File: src/rtl/oversample_filter_pkg.sv
// oversample_filter_pkg
//   Shared definitions for the boxcar oversampling stage that feeds the PID core:
//   FSM state encodings, default oversample limits and the os_mode clamp helper.
package oversample_filter_pkg;

   // Default width of the frontpanel os_mode field
   localparam int OS_W_OS   = 4;
   // Largest accepted log2 oversample ratio
   localparam int OS_MAX_OS = 8;

   typedef enum logic {
      ST_ACCUM = 1'b0,
      ST_EMIT  = 1'b1
   } state_e;

   // Limit a requested oversample exponent to the largest supported one
   function automatic logic [OS_W_OS-1:0] clamp_os(input logic [OS_W_OS-1:0] mode,
                                                   input logic [OS_W_OS-1:0] max_os);
      logic [OS_W_OS-1:0] res;
      if (mode > max_os) begin
         res = max_os;
      end else begin
         res = mode;
      end
      return res;
   endfunction

endpackage

File: src/rtl/oversample_filter.sv
// oversample_filter
//   Boxcar averaging stage in front of the PID core. Sums 2^os unsigned ADC
//   samples and emits their floor mean as a single valid-qualified word.
//   os is latched from the frontpanel with the update_en/update pulse pair.
// Ports
//   clk_in          system clock
//   reset_in        synchronous active-high reset
//   data_in         unsigned ADC sample (W_IN)
//   data_valid_in   one-cycle sample strobe
//   os_mode_in      requested log2 oversample ratio (W_OS)
//   update_en_in    arms update_in
//   update_in       pulse: latch os_mode_in (clamped to MAX_OS)
//   data_out        averaged sample, zero-extended to W_OUT
//   data_valid_out  one-cycle strobe qualifying data_out
module oversample_filter
   import oversample_filter_pkg::*;
#(
   parameter int W_IN   = 16,
   parameter int W_OUT  = 18,
   parameter int W_OS   = OS_W_OS,
   parameter int MAX_OS = OS_MAX_OS
) (
   input  logic              clk_in,
   input  logic              reset_in,
   input  logic [W_IN-1:0]   data_in,
   input  logic              data_valid_in,
   input  logic [W_OS-1:0]   os_mode_in,
   input  logic              update_en_in,
   input  logic              update_in,
   output logic [W_OUT-1:0]  data_out,
   output logic              data_valid_out
);

   localparam int ACC_W = W_IN + MAX_OS;
   localparam int CNT_W = MAX_OS + 1;

   state_e             state_q, state_d;
   logic [W_OS-1:0]    os_q, os_d;
   logic [ACC_W-1:0]   acc_q, acc_d;
   logic [CNT_W-1:0]   count_q, count_d;
   logic [W_OUT-1:0]   data_q, data_d;

   logic               latch_s;
   logic               last_s;
   logic [ACC_W-1:0]   sum_s;
   logic [CNT_W-1:0]   term_cnt_s;

   // Decode the update request, the running sum and the block-complete condition
   always_comb begin
      latch_s    = update_in & update_en_in;
      sum_s      = acc_q + ACC_W'(data_in);
      term_cnt_s = (CNT_W'(1) << os_q) - CNT_W'(1);
      last_s     = data_valid_in & (count_q == term_cnt_s);
   end

   // Datapath next state: update beats sample, so a sample in the update cycle is dropped
   always_comb begin
      os_d    = os_q;
      acc_d   = acc_q;
      count_d = count_q;
      data_d  = data_q;
      if (latch_s) begin
         os_d    = W_OS'(clamp_os(OS_W_OS'(os_mode_in), OS_W_OS'(MAX_OS)));
         acc_d   = '0;
         count_d = '0;
      end else if (data_valid_in) begin
         if (last_s) begin
            // Mean of 2^os samples; fits in W_IN bits so the upper output bits stay zero
            acc_d   = '0;
            count_d = '0;
            data_d  = W_OUT'(sum_s >> os_q);
         end else begin
            acc_d   = sum_s;
            count_d = count_q + CNT_W'(1);
         end
      end else begin
         acc_d = acc_q;
      end
   end

   // Datapath registers
   always_ff @(posedge clk_in) begin
      if (reset_in) begin
         os_q    <= '0;
         acc_q   <= '0;
         count_q <= '0;
         data_q  <= '0;
      end else begin
         os_q    <= os_d;
         acc_q   <= acc_d;
         count_q <= count_d;
         data_q  <= data_d;
      end
   end

   // FSM state register
   always_ff @(posedge clk_in) begin
      if (reset_in) begin
         state_q <= ST_ACCUM;
      end else begin
         state_q <= state_d;
      end
   end

   // FSM next state: ST_EMIT lasts one cycle, but a sample accepted during it may
   // itself complete a block (os=0 back-to-back), which re-enters ST_EMIT
   always_comb begin
      state_d = ST_ACCUM;
      case (state_q)
         ST_ACCUM, ST_EMIT: begin
            if (latch_s) begin
               state_d = ST_ACCUM;
            end else if (last_s) begin
               state_d = ST_EMIT;
            end else begin
               state_d = ST_ACCUM;
            end
         end
         default: state_d = ST_ACCUM;
      endcase
   end

   // FSM outputs: the strobe is decoded straight from the state flop
   always_comb begin
      data_valid_out = (state_q == ST_EMIT);
      data_out       = data_q;
   end

endmodule
File: config.mk
export PLATFORM = sky130hd
export DESIGN_NAME = oversample_filter
export DESIGN_NICKNAME = d
export VERILOG_FILES = /design/src/rtl/oversample_filter_pkg.sv /design/src/rtl/oversample_filter.sv
export SDC_FILE = /design/constraint.sdc
export NUM_CORES = 1
export LEC_CHECK = 0
export CAP_MARGIN = 20
export CELL_PAD_IN_SITES_DETAIL_PLACEMENT = 0
export CELL_PAD_IN_SITES_GLOBAL_PLACEMENT = 1
export CORE_MARGIN = 1.5
export CORE_UTILIZATION = 39
export CTS_CLUSTER_DIAMETER = 120
export DETAILED_ROUTE_END_ITERATION = 16
export HOLD_SLACK_MARGIN = 0.12
export PLACE_DENSITY = 0.83
export SLEW_MARGIN = 25
export SYNTH_ARGS = -nofsm -noshare
export SYNTH_HDL_FRONTEND = slang
export SYNTH_SLANG_ARGS = --single-unit
File: constraint.sdc
create_clock -name clk_in -period 3.4 [get_ports clk_in]
set_input_delay 0.68 -clock clk_in [delete_from_list [all_inputs] [get_ports clk_in]]
set_output_delay 0.68 -clock clk_in [all_outputs]
set_load 0.02 [all_outputs]
-- Yosys cells after proc, flatten, opt, wreduce, memory -nomap -nowiden
Cells that the tools add are included.
- $add $sub $neg: 3
- order comparisons: 1
- equal/unequal tests: 1
- shift-type cells: 2
- muxes and demuxes: 4
- bitwise gates (word level): 3
- reduce and logical (&&, ||, !) cells: 2
- operators with widths (operator ; number):
    24-bit by 16-bit adder with 24-bit output ; 1
    24-bit 2-to-1 mux ; 1
    24-bit by 4-bit right shift with 18-bit output ; 1
    9-bit by 1-bit adder with 9-bit output (second input constant) ; 1
    9-bit == test ; 1
    9-bit 2-to-1 mux ; 1
    1-bit by 4-bit << shifter with 9-bit output (first input constant) ; 1
    9-bit by 2-bit subtractor with 9-bit output (second input constant) ; 1
    4-bit greater-than comparator (second input constant) ; 1
    4-bit 2-to-1 mux ; 1
    3-bit AND reduction ; 1
    1-bit bitwise AND ; 2
    2-bit OR reduction ; 1
    1-bit 2-to-1 mux ; 1
    1-bit NOT ; 1
- register bits: 56
- output and inout bits: 19
- logic and storage cells: 21

-- Logic depth before layout (Yosys ltp)
- word-level depth: 5
- mapped depth: 17

-- Worst setup path after synthesis
OpenSTA, ideal clock, no wires.
- path kind: register to register
- start: register os_q[0]
- end: register data_q[4] (netlist: data_out[4])
- setup time: 0.132 ns
- data arrival time: 3.391 ns
- slack: -0.122 ns
- stages on the path, launching flop included: 17
- cell sequence: dfxtp_1 > buf_2 > buf_1 > clkbuf_1 > nand3_1 > ha_1 > buf_2 > xor2_1 > or3_1 > nand3_1 > mux2_2 > or4_1 > buf_2 > a21oi_4 > nand2_1 > o32ai_1 > nor3_1
- longest elaborated chain between the ends: 5
- elaborated cells on any way between the ends: 6
- classes of those cells: add/sub: 1; eq/ne: 1; shift: 2; bitwise: 1; reduce/logical: 1
- RTL lines (element ; RTL line ; RTL):
    start: declaration ; oversample_filter.sv:38 ; logic [W_OS-1:0] os_q, os_d;
    start signal: assignment ; oversample_filter.sv:89 ; os_q <= os_d;
    1-bit by 4-bit << shifter with 9-bit output ; oversample_filter.sv:52 ; term_cnt_s = (CNT_W'(1) << os_q) - CNT_W'(1);
    9-bit by 2-bit subtractor with 9-bit output ; oversample_filter.sv:52 ;
    9-bit == test ; oversample_filter.sv:53 ; last_s = data_valid_in & (count_q == term_cnt_s);
    1-bit bitwise AND ; oversample_filter.sv:53 ;
    3-bit AND reduction (no line) ; -- ;
    end signal: assignment ; oversample_filter.sv:92 ; data_q <= data_d;
    end: declaration ; oversample_filter.sv:41 ; logic [W_OUT-1:0] data_q, data_d;
Parallel ways exist; a longest one is shown, timed or not.
A chain may end at the register's enable or synchronous reset.

-- Worst setup path after layout
- start: input port data_in[9]
- end: register data_q[6] (netlist: data_out[6])
- longest elaborated chain between the ends: 2
- RTL lines (element ; RTL line ; RTL):
    start: declaration ; oversample_filter.sv:25 ; input logic [W_IN-1:0] data_in,
    24-bit by 16-bit adder with 24-bit output ; oversample_filter.sv:51 ; sum_s = acc_q + ACC_W'(data_in);
    24-bit by 4-bit right shift with 18-bit output ; oversample_filter.sv:71 ; data_d = W_OUT'(sum_s >> os_q);
Every way passes these cells.

==> summary.md <==
| Metric | Value |
|---|---|
| Post-synth ARST share | `0%` |
| Peak supply drop | `201 uV` |
| WL/cell | `17.7 um` |
| CP bufs+invs | `2` |
| Initial antenna violation count | `0` |
| Worst Hold Class | `register to register` |
| Post-synthesis adder-cell area fraction | `4.91%` |
| Startpoint class of the critical path | `primary input` |
| CP Data Required Time | `3.61 ns` |
| Main combinational cell family by area after synthesis | `compound AO/OA/AOI/OAI gates` |
| Post-synth top area share | `22.5%` |
| Max cap viols | `0` |
| Simple-gate share of the synthesized area | `25.8%` |
| DRC Markers | `0` |
| Drt total wl | `17300 um` |
| CP Class | `primary input to register` |
| Largest cells by area after synthesis | `dfxtp_1, a21oi_1, mux4_2` |
| Placed Instance Area | `6410 um2` |
| Total gr overflow | `0` |
| Post-DP HPWL | `12500 um` |
| Area leader, netlist | `dfxtp_1` |
| CP Data Arrival Time | `3.54 ns` |
| Final Hold Violating Endpoints | `0` |
| Peak Freq | `300 MHz` |
| Max incr delay on CP | `0.54 ns` |
| # diodes | `0` |
| Net Count, Synth | `706` |
| CTS tree | `yes` |
| Fraction of the mapped netlist area in compound gates | `26.5%` |
| Area of the mapped netlist | `4990 um2` |
| Die area | `13500 um2` |
| Synth Instances | `662` |
| Register area share after synthesis | `22.5%` |
| Rows | `41` |
| Clk Latency, worst-skew pair | `0.31 ns` |
| Slowest stage cell, crit path | `mux4_2` |
| Clk sinks | `56` |
| Die height | `116 um` |
| Die X-Extent | `116 um` |
| Area Overhead vs Synth | `44.2%` |
| Port Buffer Count | `43` |
| Number of synthesized flops with an enable pin | `0` |
| Critical path fanouts, max | `5` |
| Cell Pwr Density | `333 nW/um2` |
| GPL Wtd Cong | `0.937` |
| Yosys reg bits | `56` |
| H-tree depth | `2` |
| Syn_area_per_cell | `7.54 um2` |
| Fraction of layout cells with a size suffix above 1 | `32.1%` |
| Largest net degree at the start of global routing | `51` |
| Worst reg2reg setup slack | `0.20 ns` |
| Crit share post-route | `98.1%` |
| Core area | `12600 um2` |
| Detailed Route Iter0 Violations | `495` |
| Fin Hold WS | `0.473 ns` |
| Clk root buf | `clkbuf_16` |
| Cell variety after synth | `74` |
| Status | `finished clean` |
| Final Util | `57.3%` |
| GRT Overall Usage | `25.3%` |
| Total CTS buffers | `5` |
| Final min period | `3.33 ns` |
| Total number of vias | `5683` |
| Ports | `44` |
| Slew Viols, Final | `0` |
| Final ANT Viol Nets | `0` |
| Hold EP | `data_out[17]$_SDFFE_PP0P_` |
| Slew @ Worst Pin | `0.532 ns` |
| Clock slew at reported path FFs | `0.08 ns` |
| Avg Vias per Cell | `5.80` |
| Setup violations, final | `0` |
| CP Cell Sequence | `clkdlybuf4s50_1 > ha_4 > a21oi_2 > o21ai_2 > a211o_1 > buf_4 > o211ai_1 > o211ai_2 > mux4_2 > nor2_2 > a21oi_1 > a32o_1` |
| R2R Path Start | `os_q[2]$_SDFFE_PP0P_` |
| Final Cell Area | `7200 um2` |
| Cell family with most CP delay | `compound AO/OA/AOI/OAI gates` |
| Hold Startpoint | `data_out[17]$_SDFFE_PP0P_` |
| Xor and xnor area share after synthesis | `5.26%` |
| Synth Flop Type | `dfxtp_1` |
| Reg-to-Reg End | `data_out[7]$_SDFFE_PP0P_` |
| Initial Util | `39.7%` |
| Longest Clk Path Bufs | `2` |
| Mux cell area share after synthesis | `9.62%` |
| Unrepaired setup endpoints after global routing | `no` |
| Worst slew margin | `64.5%` |
| Hold Path Stages | `2` |
| Vias in the first global route | `5309` |
| Total power | `2.40 mW` |
| Clock skew | `0.00922 ns` |
| Critical Path End Type | `register` |
| Ys Warns | `0` |
| Nets | `851` |
| First-pass GRT wire length | `26800 um` |
| Reg2Reg Depth | `12` |
| 1st-pass router iterations | `5` |
| Pleak | `2.84 nW` |
## worst max path at each step
stage | from | endpoint | slack (ns) | cells past startpoint
floorplan | data_in[0] | data_out[16]$_SDFFE_PP0P_ | 0.07 | 12
global placement | data_in[0] | data_out[2]$_SDFFE_PP0P_ | -0.65 | 13
detailed placement | data_in[0] | data_out[2]$_SDFFE_PP0P_ | -0.69 | 13
CTS | data_in[0] | data_out[2]$_SDFFE_PP0P_ | -0.03 | 12
global route | os_q[1]$_SDFFE_PP0P_ | data_out[3]$_SDFFE_PP0P_ | 0.005 | 12
finish | data_in[9] | data_out[6]$_SDFFE_PP0P_ | 0.07 | 12
## layout by cell type (no fill, tap or decap), types with 5 or more instances in the layout
master	netlist	final
ha_4	0	13
o21ai_1	6	7
mux4_2	13	13
a21oi_2	2	18
a21oi_1	69	53
a21o_1	9	8
nand3_1	38	34
dlymetal6s2s_1	0	7
xnor2_1	12	10
nor3_1	18	17
a211oi_1	11	7
nor2_1	69	65
xor2_1	18	17
o211ai_1	9	9
clkbuf_16	0	5
nand4_1	17	17
dfxtp_1	56	55
o21ai_0	23	18
clkdlybuf4s50_1	0	36
and3_1	10	8
inv_1	21	20
buf_4	1	136
nand2b_1	28	27
mux2i_1	12	11
nand2_1	58	55
## timing repair
item	in CTS	in global routing
pin swaps	15	29
cloned	0	0
gates resized for setup	38	71
hold buffers	0	0
buffers inserted	4	8
setup endpoints to repair	18	21
## power breakdown
part / leakage (nW) / switching [mW] / internal (mW) / total, mW
clock: 0.0719 / 0.292 / 0.281 / 0.574
sequential: 0.455 / 0.0319 / 0.693 / 0.725
combinational: 2.31 / 0.558 / 0.541 / 1.10
total: 2.84 / 0.882 / 1.52 / 2.40
## worst reg2reg max path: cells and delay by family (launching register included)
family          cells  cell delay [ns]
simple gates        6             1.57
flops               1             0.42
compound gates      2             0.29
fa+ha+maj           1             0.29
mux                 1             0.25
xor+xnor            1             0.20
buf+inv             1             0.08
## Yosys cell counts (12+ instances only)
cell / n
a21oi_1: 69
nor2_1: 69
nand2_1: 58
dfxtp_1: 56
nand3_1: 38
nand2b_1: 28
clkbuf_1: 23
o21ai_0: 23
inv_1: 21
ha_1: 18
nor3_1: 18
xor2_1: 18
nand4_1: 17
buf_2: 13
mux4_2: 13
mux2i_1: 12
xnor2_1: 12
## layer usage
metal / part of all wire (%) / GRT usage [%] / vias up / wire length (um)
met5: 0 / 0 / - / 0
met4: 2.3 / 9.02 / 0 / 391
met3: 5.7 / 3.01 / 25 / 985
met2: 47 / 42.2 / 210 / 8170
met1: 45 / 33.9 / 2712 / 7790
li1: - / - / 2736 / -
## kinds of logic after synthesis
kind of cell             after synthesis
AND/OR/NAND/NOR                      265
AO/OA/AOI/OAI                        195
buffers and inverters                 66
flip-flops                            56
multiplexers                          31
XOR/XNOR                              30
adder cells (fa/ha/maj)               19
## metrics by stage
stage          TNS (ns)  instances  worst slack [ns]
2_1_floorplan         0        662            0.0692
3_3_place_gp      -8.67        961            -0.649
3_5_place_dp      -8.89        961            -0.685
4_1_cts         -0.0273        972           -0.0254
5_1_grt               0        980           0.00531
6_report              0        980            0.0656
## cell type report
| class | instances | area (um2) |
|---|---|---|
| clock buffers | 5 | 125 |
| clock inverters | 3 | 27.5 |
| multi-input cells | 540 | 4130 |
| well taps | 172 | 215 |
| flip-flops and latches | 56 | 1120 |
| inverters | 23 | 86.3 |
| fillers | 1138 | 5370 |
| repair buffers | 181 | 1490 |
## flip-flops by register name, indices dropped and copies added, names as in the netlist
signal / flops
acc_q: 24
count_q: 9
data_valid_out: 1
data_out: 18
os_q: 4
Note: power is estimated with default switching activity, not from simulation.
